==> config.mk <==
export PLATFORM = sky130hd
export DESIGN_NAME = esm_instr_buffer_flat
export DESIGN_NICKNAME = d
export VERILOG_FILES = /design/src/rtl/esm_pkg.sv /design/src/rtl/esm_instr_buffer_if.sv /design/src/rtl/esm_free_slot_enc.sv /design/src/rtl/esm_instr_buffer.sv /design/src/flat_wrapper.sv
export SDC_FILE = /design/constraint.sdc
export NUM_CORES = 1
export LEC_CHECK = 0
export CORE_AREA = 5 5 213 215
export DETAILED_ROUTE_END_ITERATION = 10
export DIE_AREA = 0 0 218 220
export PLACE_DENSITY = 0.77
export RECOVER_POWER = 50
export SYNTH_ARGS = -nofsm -noshare
export SYNTH_HDL_FRONTEND = slang
export SYNTH_SLANG_ARGS = --single-unit
export TNS_END_PERCENT = 10
==> constraint.sdc <==
create_clock -name clk -period 7.8 [get_ports clk]
set_clock_uncertainty 0.1 [all_clocks]
set_input_delay 1.17 -clock clk [delete_from_list [all_inputs] [get_ports clk]]
set_output_delay 1.17 -clock clk [all_outputs]
set_load 0.02 [all_outputs]
==> src/rtl/esm_pkg.sv <==
// Shared constants for the ESM issue path: instruction buffer sizing, the
// buffer slot record layout, and the dependency-core dimensions.
package esm_pkg;

  localparam int unsigned Instr_word_size = 32;
  // Buffer depth equals the dependency-core table depth; must be a power of two.
  localparam int unsigned bs              = 16;
  localparam int unsigned bs_bits         = $clog2(bs);

  // Dependency-core constants.
  localparam int unsigned DepNumRegs      = 32;
  localparam int unsigned DepRegIdxBits   = $clog2(DepNumRegs);

  // One buffer slot as held by the instruction buffer.
  typedef struct packed {
    logic                       valid;
    logic [Instr_word_size-1:0] instr;
    logic                       alusrc;
    logic                       regwrite;
  } slot_t;

endpackage

==> src/rtl/esm_instr_buffer_if.sv <==
// Handshake bundle between the instruction buffer, its upstream decoder,
// the dependency core and the downstream issue consumer.
interface esm_instr_buffer_if
  import esm_pkg::*;
#(
  parameter int unsigned Instr_word_size = esm_pkg::Instr_word_size,
  parameter int unsigned bs              = esm_pkg::bs
);
  localparam int unsigned bs_bits = $clog2(bs);

  logic                       in_valid;
  logic                       in_ready;
  logic [Instr_word_size-1:0] in_instr;
  logic                       in_alusrc;
  logic                       in_regwrite;

  logic [bs_bits-1:0]         buffer_index;
  logic                       buffer_we;

  logic [bs_bits-1:0]         core_ready_index;
  logic                       core_ready_valid;

  logic                       out_valid;
  logic                       out_ready;
  logic [Instr_word_size-1:0] out_instr;
  logic                       out_alusrc;
  logic                       out_regwrite;
  logic [bs_bits-1:0]         out_index;

  logic [bs_bits:0]           count;
  logic                       full;
  logic                       empty;

  // Environment side: upstream, dependency core and downstream consumer.
  modport master (
    output in_valid, in_instr, in_alusrc, in_regwrite,
    output core_ready_index, core_ready_valid,
    output out_ready,
    input  in_ready, buffer_index, buffer_we,
    input  out_valid, out_instr, out_alusrc, out_regwrite, out_index,
    input  count, full, empty
  );

  // Buffer side.
  modport slave (
    input  in_valid, in_instr, in_alusrc, in_regwrite,
    input  core_ready_index, core_ready_valid,
    input  out_ready,
    output in_ready, buffer_index, buffer_we,
    output out_valid, out_instr, out_alusrc, out_regwrite, out_index,
    output count, full, empty
  );

endinterface

==> src/rtl/esm_free_slot_enc.sv <==
// Lowest-index priority encoder over the buffer free mask.
module esm_free_slot_enc
  import esm_pkg::*;
#(
  parameter int unsigned bs = esm_pkg::bs,
  localparam int unsigned bs_bits = $clog2(bs)
) (
  input  logic [bs-1:0]      free_mask,
  output logic [bs_bits-1:0] index,
  output logic               any_free
);

  // Scan from the top so the lowest free slot is the last assignment to win.
  always_comb begin
    index    = '0;
    any_free = 1'b0;
    for (int i = int'(bs) - 1; i >= 0; i--) begin
      if (free_mask[i]) begin
        index    = bs_bits'(i);
        any_free = 1'b1;
      end
    end
  end

endmodule

==> src/rtl/esm_instr_buffer.sv <==
// Out-of-order instruction buffer: allocates the lowest free slot for each
// incoming instruction and issues whichever slot the dependency core reports
// as dependency-free into a single output register.
module esm_instr_buffer
  import esm_pkg::*;
#(
  parameter int unsigned Instr_word_size = esm_pkg::Instr_word_size,
  parameter int unsigned bs              = esm_pkg::bs,
  localparam int unsigned bs_bits        = $clog2(bs)
) (
  input  logic               clk,
  input  logic               rst_n,
  esm_instr_buffer_if.slave  bus
);

  localparam logic [bs_bits:0] CountMax = (bs_bits + 1)'(bs);
  localparam logic [bs_bits:0] CountOne = (bs_bits + 1)'(1);

  logic [bs-1:0]              valid_q, valid_d;
  logic [Instr_word_size-1:0] instr_q [bs];
  logic [bs-1:0]              alusrc_q;
  logic [bs-1:0]              regwrite_q;

  logic [bs_bits:0]           count_q, count_d;

  logic                       out_valid_q;
  logic [Instr_word_size-1:0] out_instr_q;
  logic                       out_alusrc_q;
  logic                       out_regwrite_q;
  logic [bs_bits-1:0]         out_index_q;

  logic [bs-1:0]              free_mask;
  logic [bs_bits-1:0]         enc_index;
  logic                       any_free;
  logic [bs_bits-1:0]         alloc_idx;
  logic                       full;
  logic                       empty;
  logic                       accept;
  logic                       candidate;
  logic                       load;

  esm_free_slot_enc #(
    .bs (bs)
  ) u_free_slot_enc (
    .free_mask (free_mask),
    .index     (enc_index),
    .any_free  (any_free)
  );

  // Allocation, issue decision and next-state for occupancy.
  always_comb begin
    free_mask = ~valid_q;
    alloc_idx = any_free ? enc_index : '0;
    full      = (count_q == CountMax);
    empty     = (count_q == '0);
    accept    = bus.in_valid && !full;
    candidate = bus.core_ready_valid && valid_q[bus.core_ready_index];
    load      = candidate && (!out_valid_q || bus.out_ready);

    // Accept and load never target the same slot: one is free, the other valid.
    valid_d = valid_q;
    if (accept) valid_d[alloc_idx] = 1'b1;
    if (load)   valid_d[bus.core_ready_index] = 1'b0;

    count_d = count_q;
    if (accept && !load)      count_d = count_q + CountOne;
    else if (!accept && load) count_d = count_q - CountOne;
  end

  // Slot valid bits and occupancy count.
  always_ff @(posedge clk or negedge rst_n) begin
    if (!rst_n) begin
      valid_q <= '0;
      count_q <= '0;
    end else begin
      valid_q <= valid_d;
      count_q <= count_d;
    end
  end

  // Slot payload; only meaningful while the matching valid bit is set.
  always_ff @(posedge clk) begin
    if (accept) begin
      instr_q[alloc_idx]    <= bus.in_instr;
      alusrc_q[alloc_idx]   <= bus.in_alusrc;
      regwrite_q[alloc_idx] <= bus.in_regwrite;
    end
  end

  // Issue register: loads a ready slot, holds while stalled, drains on out_ready.
  always_ff @(posedge clk or negedge rst_n) begin
    if (!rst_n) begin
      out_valid_q    <= 1'b0;
      out_instr_q    <= '0;
      out_alusrc_q   <= 1'b0;
      out_regwrite_q <= 1'b0;
      out_index_q    <= '0;
    end else if (load) begin
      out_valid_q    <= 1'b1;
      out_instr_q    <= instr_q[bus.core_ready_index];
      out_alusrc_q   <= alusrc_q[bus.core_ready_index];
      out_regwrite_q <= regwrite_q[bus.core_ready_index];
      out_index_q    <= bus.core_ready_index;
    end else if (bus.out_ready) begin
      out_valid_q    <= 1'b0;
    end
  end

  assign bus.in_ready     = !full;
  assign bus.buffer_index = alloc_idx;
  assign bus.buffer_we    = accept;
  assign bus.out_valid    = out_valid_q;
  assign bus.out_instr    = out_instr_q;
  assign bus.out_alusrc   = out_alusrc_q;
  assign bus.out_regwrite = out_regwrite_q;
  assign bus.out_index    = out_index_q;
  assign bus.count        = count_q;
  assign bus.full         = full;
  assign bus.empty        = empty;

endmodule

==> src/flat_wrapper.sv <==
// flat-port wrapper written by rule: the top's interface ports become plain ports
module esm_instr_buffer_flat import esm_pkg::*;
#(
  parameter int unsigned Instr_word_size = esm_pkg::Instr_word_size,
  parameter int unsigned bs              = esm_pkg::bs,
  localparam int unsigned bs_bits        = $clog2(bs)
)
  (clk, rst_n, bus_in_valid, bus_in_instr, bus_in_alusrc, bus_in_regwrite, bus_core_ready_index, bus_core_ready_valid, bus_out_ready, bus_in_ready, bus_buffer_index, bus_buffer_we, bus_out_valid, bus_out_instr, bus_out_alusrc, bus_out_regwrite, bus_out_index, bus_count, bus_full, bus_empty);
  esm_instr_buffer_if #(.Instr_word_size(Instr_word_size), .bs(bs)) bus_i ();
  input  logic clk;
  input  logic rst_n;
  input wire logic [$bits(bus_i.in_valid)-1:0] bus_in_valid;
  input wire logic [$bits(bus_i.in_instr)-1:0] bus_in_instr;
  input wire logic [$bits(bus_i.in_alusrc)-1:0] bus_in_alusrc;
  input wire logic [$bits(bus_i.in_regwrite)-1:0] bus_in_regwrite;
  input wire logic [$bits(bus_i.core_ready_index)-1:0] bus_core_ready_index;
  input wire logic [$bits(bus_i.core_ready_valid)-1:0] bus_core_ready_valid;
  input wire logic [$bits(bus_i.out_ready)-1:0] bus_out_ready;
  output wire logic [$bits(bus_i.in_ready)-1:0] bus_in_ready;
  output wire logic [$bits(bus_i.buffer_index)-1:0] bus_buffer_index;
  output wire logic [$bits(bus_i.buffer_we)-1:0] bus_buffer_we;
  output wire logic [$bits(bus_i.out_valid)-1:0] bus_out_valid;
  output wire logic [$bits(bus_i.out_instr)-1:0] bus_out_instr;
  output wire logic [$bits(bus_i.out_alusrc)-1:0] bus_out_alusrc;
  output wire logic [$bits(bus_i.out_regwrite)-1:0] bus_out_regwrite;
  output wire logic [$bits(bus_i.out_index)-1:0] bus_out_index;
  output wire logic [$bits(bus_i.count)-1:0] bus_count;
  output wire logic [$bits(bus_i.full)-1:0] bus_full;
  output wire logic [$bits(bus_i.empty)-1:0] bus_empty;
  assign bus_i.in_valid = bus_in_valid;
  assign bus_i.in_instr = bus_in_instr;
  assign bus_i.in_alusrc = bus_in_alusrc;
  assign bus_i.in_regwrite = bus_in_regwrite;
  assign bus_i.core_ready_index = bus_core_ready_index;
  assign bus_i.core_ready_valid = bus_core_ready_valid;
  assign bus_i.out_ready = bus_out_ready;
  assign bus_in_ready = bus_i.in_ready;
  assign bus_buffer_index = bus_i.buffer_index;
  assign bus_buffer_we = bus_i.buffer_we;
  assign bus_out_valid = bus_i.out_valid;
  assign bus_out_instr = bus_i.out_instr;
  assign bus_out_alusrc = bus_i.out_alusrc;
  assign bus_out_regwrite = bus_i.out_regwrite;
  assign bus_out_index = bus_i.out_index;
  assign bus_count = bus_i.count;
  assign bus_full = bus_i.full;
  assign bus_empty = bus_i.empty;
  esm_instr_buffer #(.Instr_word_size(Instr_word_size), .bs(bs)) u_core (.clk(clk), .rst_n(rst_n), .bus(bus_i));
endmodule
==> run_results.csv <==
group,metric,value,unit
placed_design,io_buffers,94,
synth,synth-async-reset-ratio,0.0993,
die,std_cell_rows,77,
global_route,antenna_found_initial,7,
finish,drive_gt1_frac,0.272,
clocking,cts_max_level,2,
placed_design,place_hpwl,24500,um
global_route,gr-total-overflow,0,
critical_path,crit_path_start_kind,"flip-flop",
drt,avgViaCountPerCell,6.18,
clocking,cts_sinks,604,
clocking,root_buffer,"clkbuf_16",
drt,wl_per_cell,27.8,um
synth,synth_edf_count,544,
synth,synthCells,1021,
pwr,leakage,8.65,nW
critical_path,cp_top_family,"compound AO/OA/AOI/OAI gates",
finish,fin_nets,1198,
clocking,cts_tree,"yes",
clocking,cts_buffers,57,
sta,rsz0062_at_grt,"false",
min_path,holdCritPathClass,"reg -> reg",
finish,area_growth,14.8,%
finish,stdcell_area,0.0268,mm^2
critical_path,end_kind,"primary output",
run_status,outcome,"finished, violations left",
die,fp.dieH,220,um
critical_path,path_cells,"nor2b_1 -> o221ai_1 -> a221oi_1 -> o21ai_1 -> a21oi_1 -> clkdlybuf4s50_1",
drt,drt_first_iter_violations,1219,
placed_design,dpl_cell_area,0.0250,mm^2
sta,setup_viol_count_final,0,
job,drv_cap,1,
synth,yosysWarningCount,0,
placed_design,gp_congestion,0.835,
finish,layoutNonFillerInstCount,1794,
placed_design,placed_cells,1683,
synth,netlist_area,0.0234,mm^2
pwr,max-vdd-ir-drop,0.174,mV
placed_design,preCtsSetupSlack,3.19,ns
critical_path,worstReg2RegEnd,"u_core.instr_q[10][18]",
critical_path,cp_slowest_cell,"o21ai_1",
clocking,postCtsHoldBufs,0,
synth,synth_top_flop_cell,"edfxtp_1",
die,design.die.area,0.0480,mm^2
sta,max_freq,0.227,GHz
critical_path,crit_cells,6,
clocking,cts.reportedPaths.clkPinSlew,0.06,ns
die,io_pins,95,
critical_path,crit_fanout,10,
critical_path,crit_path_start,"u_core.valid_q[14]",
synth,synth_cell_types,51,
critical_path,required,6.53,ns
drt,vias,11078,
sta,worst_slew_pin_slew,3.98,ns
critical_path,crit_type,"reg -> out",
finish,mostFrequentLayoutCell,"edfxtp_1",
synth,yosysSeqAreaShare,0.764,
drt,drc,0,
sta,slew_headroom,-1.65,
global_route,grt_pass1_wl,75600,um
clocking,cts_resized,0,
pwr,power.density,327,mW/mm^2
run_status,violations,"capacitance limit, slew limit",
drt,firstDrtPassIters,5,
global_route,grt_usage,0.213,
die,core,0.0435,mm^2
finish,final_core_util,0.616,
min_path,holdPathStages,2,
sta,finalCritPeriodShare,0.566,
critical_path,crit_buf_inv,1,
sta,slew_viol_final,61,
sta,hold_violations,0,
critical_path,worst-r2r-setup-slack,4.26,ns
clocking,clk_latency,0.61,ns
sta,min_period,4.41,ns
die,fp.dieW,218,um
die,start_util,0.536,
pwr,finalPower,8.76,mW
global_route,grt_pass1_vias,11609,
drt,drtAntennaViolNets,0,
global_route,grt_max_degree,61,
clocking,post_cts_buffers,0,
drt,finalWirelength,49800,um
critical_path,rr_worst_depth,5,
sta,whs,0.378,ns
finish,layout_common_cells,"544 x edfxtp_1, 168 x mux4_2, 60 x dlygate4sd3_1, 60 x dfrtp_1, 57 x clkbuf_16",
clocking,clockBufferDepth,3,
synth,synthesis.nets,1069,
synth,synth-seq-cells,604,
sta,timing.final.ws_setup,3.39,ns
critical_path,r2r-start,"u_core.valid_q[1]",
synth,synth.avg_cell_area,22.9,um^2
critical_path,arrival,3.14,ns
critical_path,crit_end,"bus_buffer_index[0]",
critical_path,crit_path_max_incr_delay,0.84,ns
sta,tns,0,ns
[state kept, by name, summed over array words and instances, names as in the netlist]
name and cells:
u_core.bus.count 5, u_core.bus.out_valid 1, u_core.instr_q 512, u_core.alusrc_q 16
u_core.bus.out_instr 32, u_core.bus.out_index 4, u_core.valid_q 16, u_core.bus.out_regwrite 1
u_core.regwrite_q 16, u_core.bus.out_alusrc 1
[worst reg2reg max path: cells and delay by family (launching register included)]
family | cells | cell delay [ns]
flops | 1 | 0.66
simple gates | 4 | 1.75
buf+inv | 1 | 0.61
[Yosys cell counts, drive strengths merged, types with 5 or more instances]
library cell	instances	area [um^2]
edfxtp	544	16300
mux4	168	3780
dfrtp	60	1500
mux2	37	417
buf	34	243
nand2	21	78.8
nor2	18	67.6
clkbuf	15	56.3
a21oi	14	70.1
inv	13	48.8
o21ai	11	55.1
nor2b	9	56.3
a31oi	7	58.8
a2bb2oi	6	52.6
nand3	6	30.0
nor3	5	30.0
[power breakdown]
group	total [mW]	switching (mW)	leakage, nW	internal, mW
clock	2.64	1.14	0.860	1.50
sequential	4.35	0.218	5.61	4.13
combinational	1.77	1.07	2.18	0.703
[layout make-up]
type	count	area, um^2
antenna	4	10.0
inverter	13	48.8
timing repair buffer	119	1120
clock inverter	20	190
sequential	604	17800
tap	592	741
fill	2984	16700
clock buffer	87	1590
multi-input combinational	355	5290
[logic make-up after synthesis]
logic type | after synthesis | synth area share
buffers and inverters | 62 | 0.0149
muxes | 209 | 0.182
AOI/OAI and AO/OA | 59 | 0.0182
adders and majority gates | 5 | 0.00300
DFF | 604 | 0.764
and+or+nand+nor | 77 | 0.0163
xor gates and xnor gates | 5 | 0.00188
[worst min-delay path by stage]
stage,startpoint,to,slack [ns]
after CTS,u_core.instr_q[10][12],u_core.bus.out_instr[12],0.39
final,u_core.bus.out_index[3],u_core.bus.out_index[3],0.38
after detailed placement,u_core.bus.out_index[3],u_core.bus.out_index[3],0.38
after global placement,u_core.instr_q[10][10],u_core.bus.out_instr[10],0.36
after floorplan,u_core.instr_q[10][10],u_core.bus.out_instr[10],0.36
after global routing,u_core.instr_q[10][12],u_core.bus.out_instr[12],0.41
[metal layers]
metal / vias to the layer above / part of all wire / GRT usage
met5: - / 0.00068 / 0
met4: 6 / 0.019 / 0.0519
met3: 79 / 0.080 / 0.0379
met2: 505 / 0.51 / 0.352
met1: 5918 / 0.39 / 0.305
li1: 4570 / - / -
No activity file was read; power rests on OpenSTA's default activity.
